--- src/rtl/rx_block_type_tracker.sv ---
// Multi-lane 128b/130b sync-header decoder: per-lane block type, header error pulses,
// per-lane lock FSM, cross-lane type-mismatch pulse and a saturating error counter.
module rx_block_type_tracker #(
    parameter int LANES        = 4,
    parameter int LOCK_CNT     = 4,
    parameter int ERR_THRESH   = 2,
    parameter int CNT_W        = 8,
    parameter int INVALID_HOLD = 0
) (
    input  logic                 CLK,
    input  logic                 RST_L,
    input  logic [2*LANES-1:0]   RX_Sync_Header,
    input  logic [LANES-1:0]     RX_Start_Block,
    input  logic                 Err_Count_Clr,
    output logic [LANES-1:0]     Block_Type,
    output logic [LANES-1:0]     Sync_Hdr_Err,
    output logic [LANES-1:0]     Lane_Locked,
    output logic                 Lane_Mismatch,
    output logic [CNT_W-1:0]     Err_Count
);

    localparam int MAX_RUN = (LOCK_CNT > ERR_THRESH) ? LOCK_CNT : ERR_THRESH;
    localparam int RUN_W   = $clog2(MAX_RUN) + 1;
    localparam int POP_W   = $clog2(LANES + 1);
    localparam logic [RUN_W-1:0] LOCK_TGT = RUN_W'(LOCK_CNT);
    localparam logic [RUN_W-1:0] ERR_TGT  = RUN_W'(ERR_THRESH);

    typedef enum logic {UNLOCKED, LOCKED} lock_state_t;

    logic [LANES-1:0] dec_type;
    logic [LANES-1:0] hdr_valid;
    logic [LANES-1:0] hdr_invalid;
    logic [LANES-1:0] mm_qual;
    logic             any_os;
    logic             any_data;

    function automatic logic [POP_W-1:0] popcount(input logic [LANES-1:0] v);
        logic [POP_W-1:0] acc;
        acc = '0;
        for (int k = 0; k < LANES; k++) begin
            acc = acc + POP_W'(v[k]);
        end
        return acc;
    endfunction

    function automatic logic [CNT_W-1:0] sat_add(input logic [CNT_W-1:0] a,
                                                 input logic [POP_W-1:0] b);
        logic [CNT_W+POP_W-1:0] s;
        s = {{POP_W{1'b0}}, a} + {{CNT_W{1'b0}}, b};
        if (s > {{POP_W{1'b0}}, {CNT_W{1'b1}}}) begin
            return {CNT_W{1'b1}};
        end
        return s[CNT_W-1:0];
    endfunction

    for (genvar i = 0; i < LANES; i++) begin : g_lane
        logic [1:0]       hdr;
        logic             is_data;
        logic             is_os;
        logic             held_type;
        logic             locked;
        lock_state_t      state;
        logic [RUN_W-1:0] run_cnt;
        logic [RUN_W-1:0] run_nxt;

        assign hdr            = RX_Sync_Header[2*i +: 2];
        assign is_data        = (hdr == 2'b01);
        assign is_os          = (hdr == 2'b10);
        assign hdr_valid[i]   = RX_Start_Block[i] & (is_data | is_os);
        assign hdr_invalid[i] = RX_Start_Block[i] & ~(is_data | is_os);
        assign run_nxt        = run_cnt + RUN_W'(1);
        assign Lane_Locked[i] = locked;

        // Invalid headers either decode as Data or keep the previous type.
        assign dec_type[i] = !RX_Start_Block[i] ? held_type :
                             is_os              ? 1'b1 :
                             is_data            ? 1'b0 :
                             (INVALID_HOLD != 0) ? held_type : 1'b0;

        // Only start cycles advance the held type and the lock FSM.
        always_ff @(posedge CLK or negedge RST_L) begin
            if (!RST_L) begin
                held_type <= 1'b0;
                state     <= UNLOCKED;
                locked    <= 1'b0;
                run_cnt   <= '0;
            end else if (RX_Start_Block[i]) begin
                held_type <= dec_type[i];
                case (state)
                    UNLOCKED: begin
                        if (!hdr_valid[i]) begin
                            run_cnt <= '0;
                        end else if (run_nxt == LOCK_TGT) begin
                            state   <= LOCKED;
                            locked  <= 1'b1;
                            run_cnt <= '0;
                        end else begin
                            run_cnt <= run_nxt;
                        end
                    end
                    LOCKED: begin
                        if (hdr_valid[i]) begin
                            run_cnt <= '0;
                        end else if (run_nxt == ERR_TGT) begin
                            state   <= UNLOCKED;
                            locked  <= 1'b0;
                            run_cnt <= '0;
                        end else begin
                            run_cnt <= run_nxt;
                        end
                    end
                    default: begin
                        state   <= UNLOCKED;
                        locked  <= 1'b0;
                        run_cnt <= '0;
                    end
                endcase
            end
        end
    end

    assign Block_Type = dec_type;

    // Only locked lanes with a valid header this cycle vote on the type.
    assign mm_qual  = Lane_Locked & hdr_valid;
    assign any_os   = |(mm_qual & dec_type);
    assign any_data = |(mm_qual & ~dec_type);

    always_ff @(posedge CLK or negedge RST_L) begin
        if (!RST_L) begin
            Sync_Hdr_Err  <= '0;
            Lane_Mismatch <= 1'b0;
            Err_Count     <= '0;
        end else begin
            Sync_Hdr_Err  <= hdr_invalid;
            Lane_Mismatch <= any_os & any_data;
            Err_Count     <= Err_Count_Clr ? '0 : sat_add(Err_Count, popcount(hdr_invalid));
        end
    end

endmodule
--- config.mk ---
export PLATFORM = sky130hd
export DESIGN_NAME = rx_block_type_tracker
export DESIGN_NICKNAME = d
export VERILOG_FILES = /design/src/rtl/rx_block_type_tracker.sv
export SDC_FILE = /design/constraint.sdc
export NUM_CORES = 1
export LEC_CHECK = 0
export ABC_CLOCK_PERIOD_IN_PS = 2100
export CORE_UTILIZATION = 25
export CTS_CLUSTER_SIZE = 30
export DETAILED_ROUTE_END_ITERATION = 12
export GPL_TIMING_DRIVEN = 0
export MAX_ROUTING_LAYER = met4
export PLACE_DENSITY = 0.48
export SLEW_MARGIN = 0
export SYNTH_ARGS = -nofsm -noshare
export SYNTH_HDL_FRONTEND = slang
export SYNTH_SLANG_ARGS = --single-unit
export TNS_END_PERCENT = 1
--- constraint.sdc ---
create_clock -name CLK -period 2.1 [get_ports CLK]
set_input_delay 0.21 -clock CLK [delete_from_list [all_inputs] [get_ports CLK]]
set_output_delay 0.21 -clock CLK [all_outputs]
set_load 0.02 [all_outputs]
==> impl_metrics.env, run 1 <==
export IMPL_dpl_cell_area_sq_mm=0.002703
export IMPL_synth_area_top_cells="dfrtp_1 (43%), ha_1 (12%), mux2_2 (5.7%), a21oi_1 (5.3%), inv_1 (4.7%)"
export IMPL_overflow=0
export IMPL_cts_tree="yes"
export IMPL_syn_nets=264
export IMPL_clock_sinks=37
export IMPL_yosys_cell_types_count=33
export IMPL_fmax_ghz=0.4665
export IMPL_die_width_um=95.13
export IMPL_synthSimpleGateAreaFrac=0.1454
export IMPL_grt_antenna_before_repair=0
export IMPL_n_fill_cell=852
export IMPL_slowest_delay_ns=0.44
export IMPL_hold_path_end="Sync_Hdr_Err[0]"
export IMPL_final_seq_area_sq_um=925.9
export IMPL_placedCellCount=365
export IMPL_slew_headroom=0.6459
export IMPL_intPower_mw=1.676
export IMPL_drive_above_1_share=0.2338
export IMPL_final_core_util=0.3549
export IMPL_worst_slew_pin_transition_ns=0.5312
export IMPL_reg2reg_from="Err_Count[0]"
export IMPL_combinationalPowerShare=0.383
export IMPL_path_class="flip-flop to flip-flop"
export IMPL_post_drt_via_cell_ratio=4.423
export IMPL_cp_required_ns=2.32
export IMPL_total_power_mw=2.572
export IMPL_slew_violations=0
export IMPL_multi_input_area_sq_mm=0.001185
export IMPL_finalNonFillerCells=383
export IMPL_synth_edf_count=0
export IMPL_grt_pass1_vias=1679
export IMPL_area_delta_synth_final_pct=35.83
export IMPL_violations="negative setup slack"
export IMPL_clockBufferDepth=2
export IMPL_worstReg2RegEnd="Err_Count[1]"
export IMPL_clock_latency_ns=0.29
export IMPL_worst_slack_ns=-0.04361
export IMPL_crit_top_cell="fa_2"
export IMPL_seqPwrFrac=0.399
export IMPL_crit_path_top_delay_cell="fa_1"
export IMPL_drtIter0Drc=57
export IMPL_start_util=0.2613
export IMPL_crit_chain="inv_1, fa_1, fa_2, inv_2, fa_2, and2_4, nand4_4, a21oi_2"
export IMPL_drc=0
export IMPL_hpwl_um=3292
export IMPL_fp_dieH_um=95.13
export IMPL_p_clk_frac=0.218
export IMPL_n_antenna_cell=0
export IMPL_synth_compound_area_frac=0.1333
export IMPL_hold_viol=0
export IMPL_synthXorXnorAreaFrac=0.01212
export IMPL_outcome="finished, violations left"
export IMPL_grt_usage=0.1170
export IMPL_syn_cell_area_sq_mm=0.002168
export IMPL_synth_warnings=0
export IMPL_final_area_sq_mm=0.002945
export IMPL_critPathTopFamily="adder cells"
export IMPL_grt_pass1_wl_um=7783
export IMPL_min_path_cells=4
export IMPL_num_vias=1694
export IMPL_clkTransAtPathRegs_ns=0.08
export IMPL_post_route_period_util=1.021
export IMPL_max_cap_violations=0
export IMPL_ir_drop_mv=0.2721
export IMPL_power_net_switching_uw=896.4
export IMPL_syn_inst=225
export IMPL_firstDrtPassIters=4
export IMPL_grt_max_degree=24
export IMPL_worstHoldPathType="primary input to flip-flop"
export IMPL_setup_viol=6
export IMPL_p_sw_frac=0.3485
export IMPL_gp_congestion=0.7092
export IMPL_synth_top_family_by_area="adder cells"
export IMPL_crit_buf_inv=2
export IMPL_synth_top_area_cell="dfrtp_1"
export IMPL_skew_ns=0.01266
export IMPL_synthArstFlopShare=1.000
export IMPL_synth_mux_area_frac=0.06174
export IMPL_critPathMaxFanout=6
export IMPL_syn_area_per_cell_sq_um=9.637
export IMPL_reg2reg_depth=8
export IMPL_synth_top_area_frac=0.4270
export IMPL_htreeDepth=2
export IMPL_r2r_slack_ns=-0.04
export IMPL_leakage_nw=1.365
export IMPL_ys_seq_area_frac=0.4270
export IMPL_wl_per_cell_um=11.73
export IMPL_synth_fa_ha_area_frac=0.1489
export IMPL_dpl_worst_slack_ns=-0.9186
export IMPL_fin_nets=316
export IMPL_yosys_most_used_dff="dfrtp_1"
export IMPL_coreArea_sq_mm=0.008299
export IMPL_power_density_mw_per_mm2=873.4
export IMPL_die_area_sq_mm=0.009050
export IMPL_synth_seq_cells=37
export IMPL_num_rows=33
export IMPL_arrival_ns=2.36
export IMPL_antenna_left=0
export IMPL_wl_um=4494
export IMPL_port_buffers=34
export IMPL_cp_start_kind="flip-flop"
export IMPL_min_from="RX_Sync_Header[1]"
export IMPL_crit_path_end_kind="flip-flop"
export IMPL_period_minus_slack_ns=2.144
export IMPL_grt_setup_unrepaired="true"
export IMPL_cts_buffers=5
export IMPL_num_io_pins=36
export IMPL_root_buffer="clkbuf_8"
-- tightest hold or removal path: stages --
cell and delay, ns:
buf_2 0.10, ha_4 0.14, nand2_4 0.05, inv_1 0.06
-- how the worst max path moves through the flow --
| stage | from | endpoint | depth (start not counted) |
|---|---|---|---|
| 3_5_place_dp | RX_Sync_Header[0] | Err_Count[4] | 11 |
| 5_1_grt | Err_Count[0] | Err_Count[4] | 8 |
| 2_1_floorplan | RX_Sync_Header[0] | Err_Count[4] | 10 |
| 4_1_cts | Err_Count[0] | Err_Count[3] | 8 |
| 3_3_place_gp | RX_Sync_Header[0] | Err_Count[4] | 11 |
| 6_report | Err_Count[0] | Err_Count[1] | 8 |
-- logic make-up after synthesis --
kind of cell               Yosys count
muxes                               12
AOI/OAI and AO/OA                   53
and+or+nand+nor                     60
xor gates and xnor gates             3
buffers and inverters               36
adders and majority gates           24
DFF                                 37
-- state kept, by name, summed over array words and instances, names as in the netlist --
signal and flops:
g_lane.state 4, Err_Count 8, g_lane.locked 4, Lane_Mismatch 1, Sync_Hdr_Err 4, g_lane.run_cnt 12
g_lane.held_type 4
-- metal layers --
metal,routed length [um],global-route usage,part of all wire,vias up
met5,0,-,0,-
met4,0,0.03788,0,0
met3,173,0.03190,0.038,0
met2,2094,0.1774,0.47,26
met1,2226,0.1505,0.50,801
li1,-,-,-,867
-- placed cells by master, fill, tap and decap left out, types with 2 or more instances in the layout --
cell type / instances
buf_2: 4
o22ai_1: 5
nor2_1: 16
nor3_1: 5
o21ai_0: 15
a31oi_1: 7
mux2_2: 11
buf_4: 13
clkdlybuf4s50_1: 25
nand2_1: 12
dlygate4sd2_1: 2
inv_2: 2
dlymetal6s2s_1: 2
inv_1: 24
xor2_1: 2
clkbuf_4: 2
a21oi_1: 17
clkbuf_8: 7
a21oi_2: 6
ha_4: 4
fa_2: 2
ha_1: 17
dfrtp_1: 37
nand2_4: 2
nand2b_1: 3
buf_6: 3
nor2b_1: 3
nand3_1: 8
-- cell usage after synthesis (5+ instances only) --
master and instances:
a21oi_1 23, a31oi_1 7, nor2_1 16, o22ai_1 5, nor3_1 5, nand3_1 8
dfrtp_1 37, nand2_1 15, mux2_2 11, o21ai_0 15, inv_1 27, ha_1 21
-- stage by stage --
stage,hold slack (ns),setup TNS [ns]
after floorplan,-0.08559,-1.029
after global placement,0.4852,-16.02
after detailed placement,0.1596,-7.062
after CTS,0.2969,-0.3240
after global routing,0.3203,-0.9834
final,0.2989,-0.2035
-- what timing repair did --
| item | 4_1_cts | 5_1_grt |
|---|---|---|
| cloned | 0 | 0 |
| hold buffers | 1 | 0 |
| pin swaps | 12 | 1 |
| setup endpoints to repair | 8 | 10 |
| gates resized for setup | 35 | 5 |
| endpoints found under the hold margin | 14 | 0 |
| setup buffers | 9 | 0 |
-- layout make-up --
cell class                 instances  share of cell area
multi-input combinational        152              0.4023
sequential                        37              0.3144
timing repair buffer              45              0.1432
tap                              105             0.04461
inverter                          27             0.03696
clock buffer                       7             0.03271
buffer                             9             0.02421
clock inverter                     1            0.001699
-- power groups by stage --
stage / sequential (mW) / clock, mW / combinational, mW
floorplan: 1.05 / 0 / 0.611
finish: 1.03 / 0.560 / 0.986
detailed placement: 1.05 / 0 / 0.924
CTS: 1.03 / 0.587 / 0.995
global route: 1.06 / 0.619 / 1.15
global placement: 1.04 / 0 / 0.912
Note: power is estimated with default switching activity, not from simulation.
==> inputs of run 2 (changes only) <==
--- a/config.mk
+++ b/config.mk
@@ -6,12 +6,12 @@
 export NUM_CORES = 1
 export LEC_CHECK = 0
 export ABC_CLOCK_PERIOD_IN_PS = 2100
-export CORE_UTILIZATION = 25
+export CORE_UTILIZATION = 45
 export CTS_CLUSTER_SIZE = 30
 export DETAILED_ROUTE_END_ITERATION = 12
 export GPL_TIMING_DRIVEN = 0
 export MAX_ROUTING_LAYER = met4
-export PLACE_DENSITY = 0.48
+export PLACE_DENSITY = 0.75
 export SLEW_MARGIN = 0
 export SYNTH_ARGS = -nofsm -noshare
 export SYNTH_HDL_FRONTEND = slang
==> impl_metrics.env, run 2 (synthesis gave the netlist of run 1 again) <==
export IMPL_outcome="finished, violations left"
export IMPL_violations="negative setup slack"
export IMPL_final_seq_area_sq_um=925.9
export IMPL_top_register="g_lane.run_cnt"
export IMPL_hold_ws_ns=0.02696
export IMPL_grt_setup_unrepaired="true"
export IMPL_fp_dieH_um=71.42
export IMPL_slew_violations=0
export IMPL_skew_ns=0.005410
export IMPL_num_vias=1772
export IMPL_crit_chain="buf_2, ha_4, nand2_4, fa_1, fa_2, inv_2, fa_2, and2_4, or2_1, a21oi_2"
export IMPL_largest_reg_flops=12
export IMPL_worst_slack_ns=-0.05270
export IMPL_grt_usage=0.2031
export IMPL_worst_slew_pin_transition_ns=0.8418
export IMPL_overflow=0
export IMPL_antenna_left=0
export IMPL_final_cell_mix="dfrtp_1 (37), clkdlybuf4s50_1 (25), inv_1 (22), a21oi_1 (18), ha_1 (17)"
export IMPL_placedCellCount=311
export IMPL_setup_tns_ns=-0.2659
export IMPL_n_fill_cell=386
export IMPL_power_density_mw_per_mm2=876.2
export IMPL_die_width_um=71.42
export IMPL_area_delta_synth_final_pct=30.93
export IMPL_final_common_cell="dfrtp_1"
export IMPL_root_buffer="clkbuf_8"
export IMPL_grt_max_degree=38
export IMPL_wl_um=4436
export IMPL_critPathTopFamily="adder cells"
export IMPL_crit_top_cell="fa_2"
export IMPL_clock_sinks=37
export IMPL_grt_pass1_vias=1753
export IMPL_leakage_nw=1.343
export IMPL_finalNonFillerCells=328
export IMPL_setup_viol=8
export IMPL_clock_latency_ns=0.29
export IMPL_grt_pass1_wl_um=7700
export IMPL_num_io_pins=36
export IMPL_period_minus_slack_ns=2.153
export IMPL_hpwl_um=3038
export IMPL_post_route_period_util=1.025
export IMPL_drive_above_1_share=0.2391
export IMPL_grt_antenna_before_repair=0
export IMPL_reg_top3="g_lane.run_cnt x12, Err_Count x8"
export IMPL_firstDrtPassIters=4
export IMPL_num_rows=24
export IMPL_cts_buffers=5
export IMPL_arrival_ns=2.37
export IMPL_post_drt_via_cell_ratio=5.402
export IMPL_clockBufferDepth=2
export IMPL_path_class="primary input to flip-flop"
export IMPL_multi_input_area_sq_mm=0.001184
export IMPL_fin_nets=316
export IMPL_max_cap_violations=0
export IMPL_cts_tree="yes"
export IMPL_ir_drop_mv=0.4251
export IMPL_gp_congestion=0.7590
export IMPL_crit_path_end_kind="flip-flop"
export IMPL_n_antenna_cell=0
export IMPL_fmax_ghz=0.4645
export IMPL_cp_required_ns=2.32
export IMPL_drc=0
export IMPL_die_area_sq_mm=0.005100
export IMPL_critPathMaxFanout=5
export IMPL_crit_buf_inv=2
export IMPL_slowest_delay_ns=0.55
export IMPL_worstHoldPathType="primary input to async pin"
export IMPL_drtIter0Drc=94
export IMPL_coreArea_sq_mm=0.004504
export IMPL_total_power_mw=2.487
export IMPL_start_util=0.4814
export IMPL_wl_per_cell_um=13.52
export IMPL_slew_headroom=0.4388
export IMPL_final_area_sq_mm=0.002839
export IMPL_dpl_worst_slack_ns=-0.9224
export IMPL_clkTransAtPathRegs_ns=0.07
export IMPL_cp_start_kind="primary input"
export IMPL_final_core_util=0.6303
export IMPL_crit_path_top_delay_cell="fa_1"
export IMPL_port_buffers=34
export IMPL_dpl_cell_area_sq_mm=0.002616
export IMPL_hold_viol=0
export IMPL_htreeDepth=2
==> run 2: layout make-up <==
type	instances	area share
Buffer	9	0.02644
Timing Repair Buffer	45	0.1432
Clock inverter	1	0.001763
Sequential cell	37	0.3261
Tap cell	52	0.02292
Clock buffer	5	0.02424
Multi-Input combinational cell	152	0.4169
Inverter	27	0.03834
==> run 2: power by group <==
| group | leakage [nW] | switching, mW | total [mW] | internal [mW] |
|---|---|---|---|---|
| clock | 0.0399 | 0.238 | 0.456 | 0.218 |
| combinational | 0.844 | 0.498 | 1.01 | 0.508 |
| sequential | 0.459 | 0.151 | 1.02 | 0.873 |
==> run 2: layer usage <==
layer | global-route usage | routed length [um]
met4 | 0.06667 | 82
met5 | - | 0
met3 | 0.05485 | 153
met2 | 0.3354 | 2198
met1 | 0.2413 | 2001
==> run 2: final timing paths <==
check,from,to,slack (ns),cells after the start
setup / recovery,RX_Sync_Header[1],Err_Count[4],-0.05,10
hold / removal,RST_L,g_lane[1].run_cnt[1],0.03,1
max in group asynchronous,RST_L,Lane_Mismatch,1.55,1
hold reg to reg,g_lane[0].held_type,g_lane[0].held_type,0.51,1
min in group CLK,RX_Sync_Header[5],g_lane[2].held_type,0.33,3
setup reg to reg,Err_Count[0],Err_Count[4],-0.05,8
==> run 2: timing repair <==
action                                  CTS  global route
gates resized for setup                  38             8
pin swaps                                12             7
hold buffers                              0             0
endpoints found under the hold margin     0             0
endpoints found under the setup margin    8            10
setup buffers                             8             3
==> inputs of run 3 (changes only) <==
--- a/config.mk
+++ b/config.mk
@@ -9,9 +9,10 @@
 export CORE_UTILIZATION = 45
 export CTS_CLUSTER_SIZE = 30
 export DETAILED_ROUTE_END_ITERATION = 12
+export DONT_BUFFER_PORTS = 1
 export GPL_TIMING_DRIVEN = 0
 export MAX_ROUTING_LAYER = met4
-export PLACE_DENSITY = 0.75
+export PLACE_DENSITY = 0.65
 export SLEW_MARGIN = 0
 export SYNTH_ARGS = -nofsm -noshare
 export SYNTH_HDL_FRONTEND = slang
==> impl_metrics.env, run 3 (synthesis gave the netlist of run 1 again) <==
export IMPL_cp_required_ns=2.31
export IMPL_power_density_mw_per_mm2=1002
export IMPL_top_register="g_lane.run_cnt"
export IMPL_grt_antenna_before_repair=0
export IMPL_p_sw_frac=0.3431
export IMPL_post_drt_via_cell_ratio=5.356
export IMPL_port_buffers=0
export IMPL_seqPwrFrac=0.433
export IMPL_fp_dieH_um=71.42
export IMPL_cp_start_kind="flip-flop"
export IMPL_finalNonFillerCells=289
export IMPL_power_net_switching_uw=850.0
export IMPL_fin_nets=275
export IMPL_period_minus_slack_ns=2.214
export IMPL_combinationalPowerShare=0.309
export IMPL_drc=0
export IMPL_placedCellCount=277
export IMPL_grt_pass1_vias=1516
export IMPL_final_cell_mix="dfrtp_1 (36), inv_1 (24), ha_1 (19), a21oi_1 (17), nor2_1 (16)"
export IMPL_coreArea_sq_mm=0.004504
export IMPL_setup_viol=8
export IMPL_num_io_pins=36
export IMPL_final_common_cell="dfrtp_1"
export IMPL_violations="negative setup slack"
export IMPL_root_buffer="clkbuf_8"
export IMPL_path_class="flip-flop to flip-flop"
export IMPL_num_vias=1548
export IMPL_die_area_sq_mm=0.005100
export IMPL_cts_tree="yes"
export IMPL_crit_path_end_kind="flip-flop"
export IMPL_final_area_sq_mm=0.002472
export IMPL_drive_above_1_share=0.2152
export IMPL_num_rows=24
export IMPL_firstDrtPassIters=4
export IMPL_area_delta_synth_final_pct=14.02
export IMPL_arrival_ns=2.42
export IMPL_drtIter0Drc=53
export IMPL_intPower_mw=1.627
export IMPL_fmax_ghz=0.4516
export IMPL_post_route_period_util=1.054
export IMPL_largest_reg_flops=12
export IMPL_clock_sinks=37
export IMPL_final_core_util=0.5489
export IMPL_grt_setup_unrepaired="true"
export IMPL_n_fill_cell=403
export IMPL_worstHoldPathType="primary input to flip-flop"
export IMPL_clkTransAtPathRegs_ns=0.08
export IMPL_worst_slew_pin_transition_ns=0.5250
export IMPL_slew_headroom=0.6500
export IMPL_hpwl_um=2711
export IMPL_grt_usage=0.1714
export IMPL_grt_pass1_wl_um=6624
export IMPL_hold_viol=0
export IMPL_p_clk_frac=0.258
export IMPL_wl_per_cell_um=12.82
export IMPL_worst_slack_ns=-0.1144
export IMPL_outcome="finished, violations left"
export IMPL_cts_buffers=5
export IMPL_die_width_um=71.42
export IMPL_reg_top3="g_lane.run_cnt x12, Err_Count x8"
export IMPL_clock_latency_ns=0.29
export IMPL_start_util=0.4814
export IMPL_max_cap_violations=0
export IMPL_slowest_delay_ns=0.47
export IMPL_dpl_cell_area_sq_mm=0.002281
export IMPL_critPathMaxFanout=6
export IMPL_crit_path_top_delay_cell="dfrtp_2"
export IMPL_ir_drop_mv=0.4904
export IMPL_grt_max_degree=38
export IMPL_critPathTopFamily="adder cells"
export IMPL_overflow=0
export IMPL_gp_congestion=0.7796
export IMPL_skew_ns=0.01060
export IMPL_slew_violations=0
export IMPL_antenna_left=0
export IMPL_clockBufferDepth=2
export IMPL_crit_buf_inv=2
export IMPL_wl_um=3704
export IMPL_crit_chain="inv_2, fa_1, fa_2, inv_2, fa_2, and2_4, nand4_4, a21oi_2"
export IMPL_htreeDepth=2
export IMPL_leakage_nw=1.162
export IMPL_n_antenna_cell=0
[run 3: cell types whose count changed in the layout (fill, tap and decap cells not counted), sizes merged]
cell,before,now
bufinv,0,1
dlygate4sd2,2,0
clkinv,1,0
clkdlybuf4s50,25,0
clkinvlp,0,1
clkbuf,5,6
dlygate4sd3,0,1
dlymetal6s2s,2,0
buf,25,12
[run 3: final timing paths]
path | endpoint | depth (start not counted) | slack, ns | start
setup / recovery | Err_Count[4] | 8 | -0.11 | Err_Count[0]
hold / removal | g_lane[3].run_cnt[1] | 2 | 0.07 | RX_Start_Block[3]
setup reg to reg | Err_Count[4] | 8 | -0.11 | Err_Count[0]
hold reg to reg | g_lane[0].held_type | 1 | 0.51 | g_lane[0].held_type
max in group asynchronous | Err_Count[0] | 2 | 1.52 | RST_L
min in group asynchronous | g_lane[2].run_cnt[2] | 2 | 0.36 | RST_L
[run 3: layer usage]
layer / share of wire / GRT usage / routed length [um] / vias up
met5: 0 / - / 0 / -
met4: 0.012 / 0.07111 / 45 / 0
met3: 0.045 / 0.03376 / 167 / 5
met2: 0.43 / 0.2402 / 1608 / 38
met1: 0.51 / 0.2425 / 1883 / 721
li1: - / - / - / 784
[run 3: power by group through the flow]
stage / Sequential [mW] / Combinational (mW) / Clock (mW)
final: 1.07 / 0.766 / 0.640
after global routing: 1.10 / 0.897 / 0.683
after CTS: 1.08 / 0.773 / 0.659
after detailed placement: 1.09 / 0.710 / 0
after global placement: 1.08 / 0.696 / 0
after floorplan: 1.05 / 0.611 / 0
[run 3: what timing repair did]
| item | CTS | global route |
|---|---|---|
| pin swaps | 8 | 4 |
| hold buffers | 2 | 0 |
| gates cloned | 0 | 0 |
| setup buffers | 2 | 0 |
| endpoints found under the setup margin | 8 | 8 |
| resized for setup | 9 | 0 |
| endpoints found under the hold margin | 37 | 0 |
[run 3: final cells by class]
type                       count  area, sq um  share of cell area
multi-input combinational    152         1152              0.4661
sequential                    37        927.1              0.3750
inverter                      27        108.9             0.04403
clock buffer                   6        82.58             0.03340
tap                           52        65.06             0.02632
buffer                         9        53.80             0.02176
timing repair buffer           4        45.04             0.01822
clock inverter                 2        37.54             0.01518
[run 3: metrics by stage]
step | hold WS [ns] | setup slack (ns) | setup TNS, ns | total power, mW
6_report | 0.07340 | -0.1144 | -0.6309 | 2.477
2_1_floorplan | -0.08559 | -0.1811 | -1.029 | 1.656
3_5_place_dp | -0.08491 | -0.2900 | -2.095 | 1.796
5_1_grt | 0.07820 | -0.2554 | -1.686 | 2.685
3_3_place_gp | -0.08476 | -0.2832 | -1.919 | 1.778
4_1_cts | 0.06612 | -0.1683 | -1.026 | 2.507
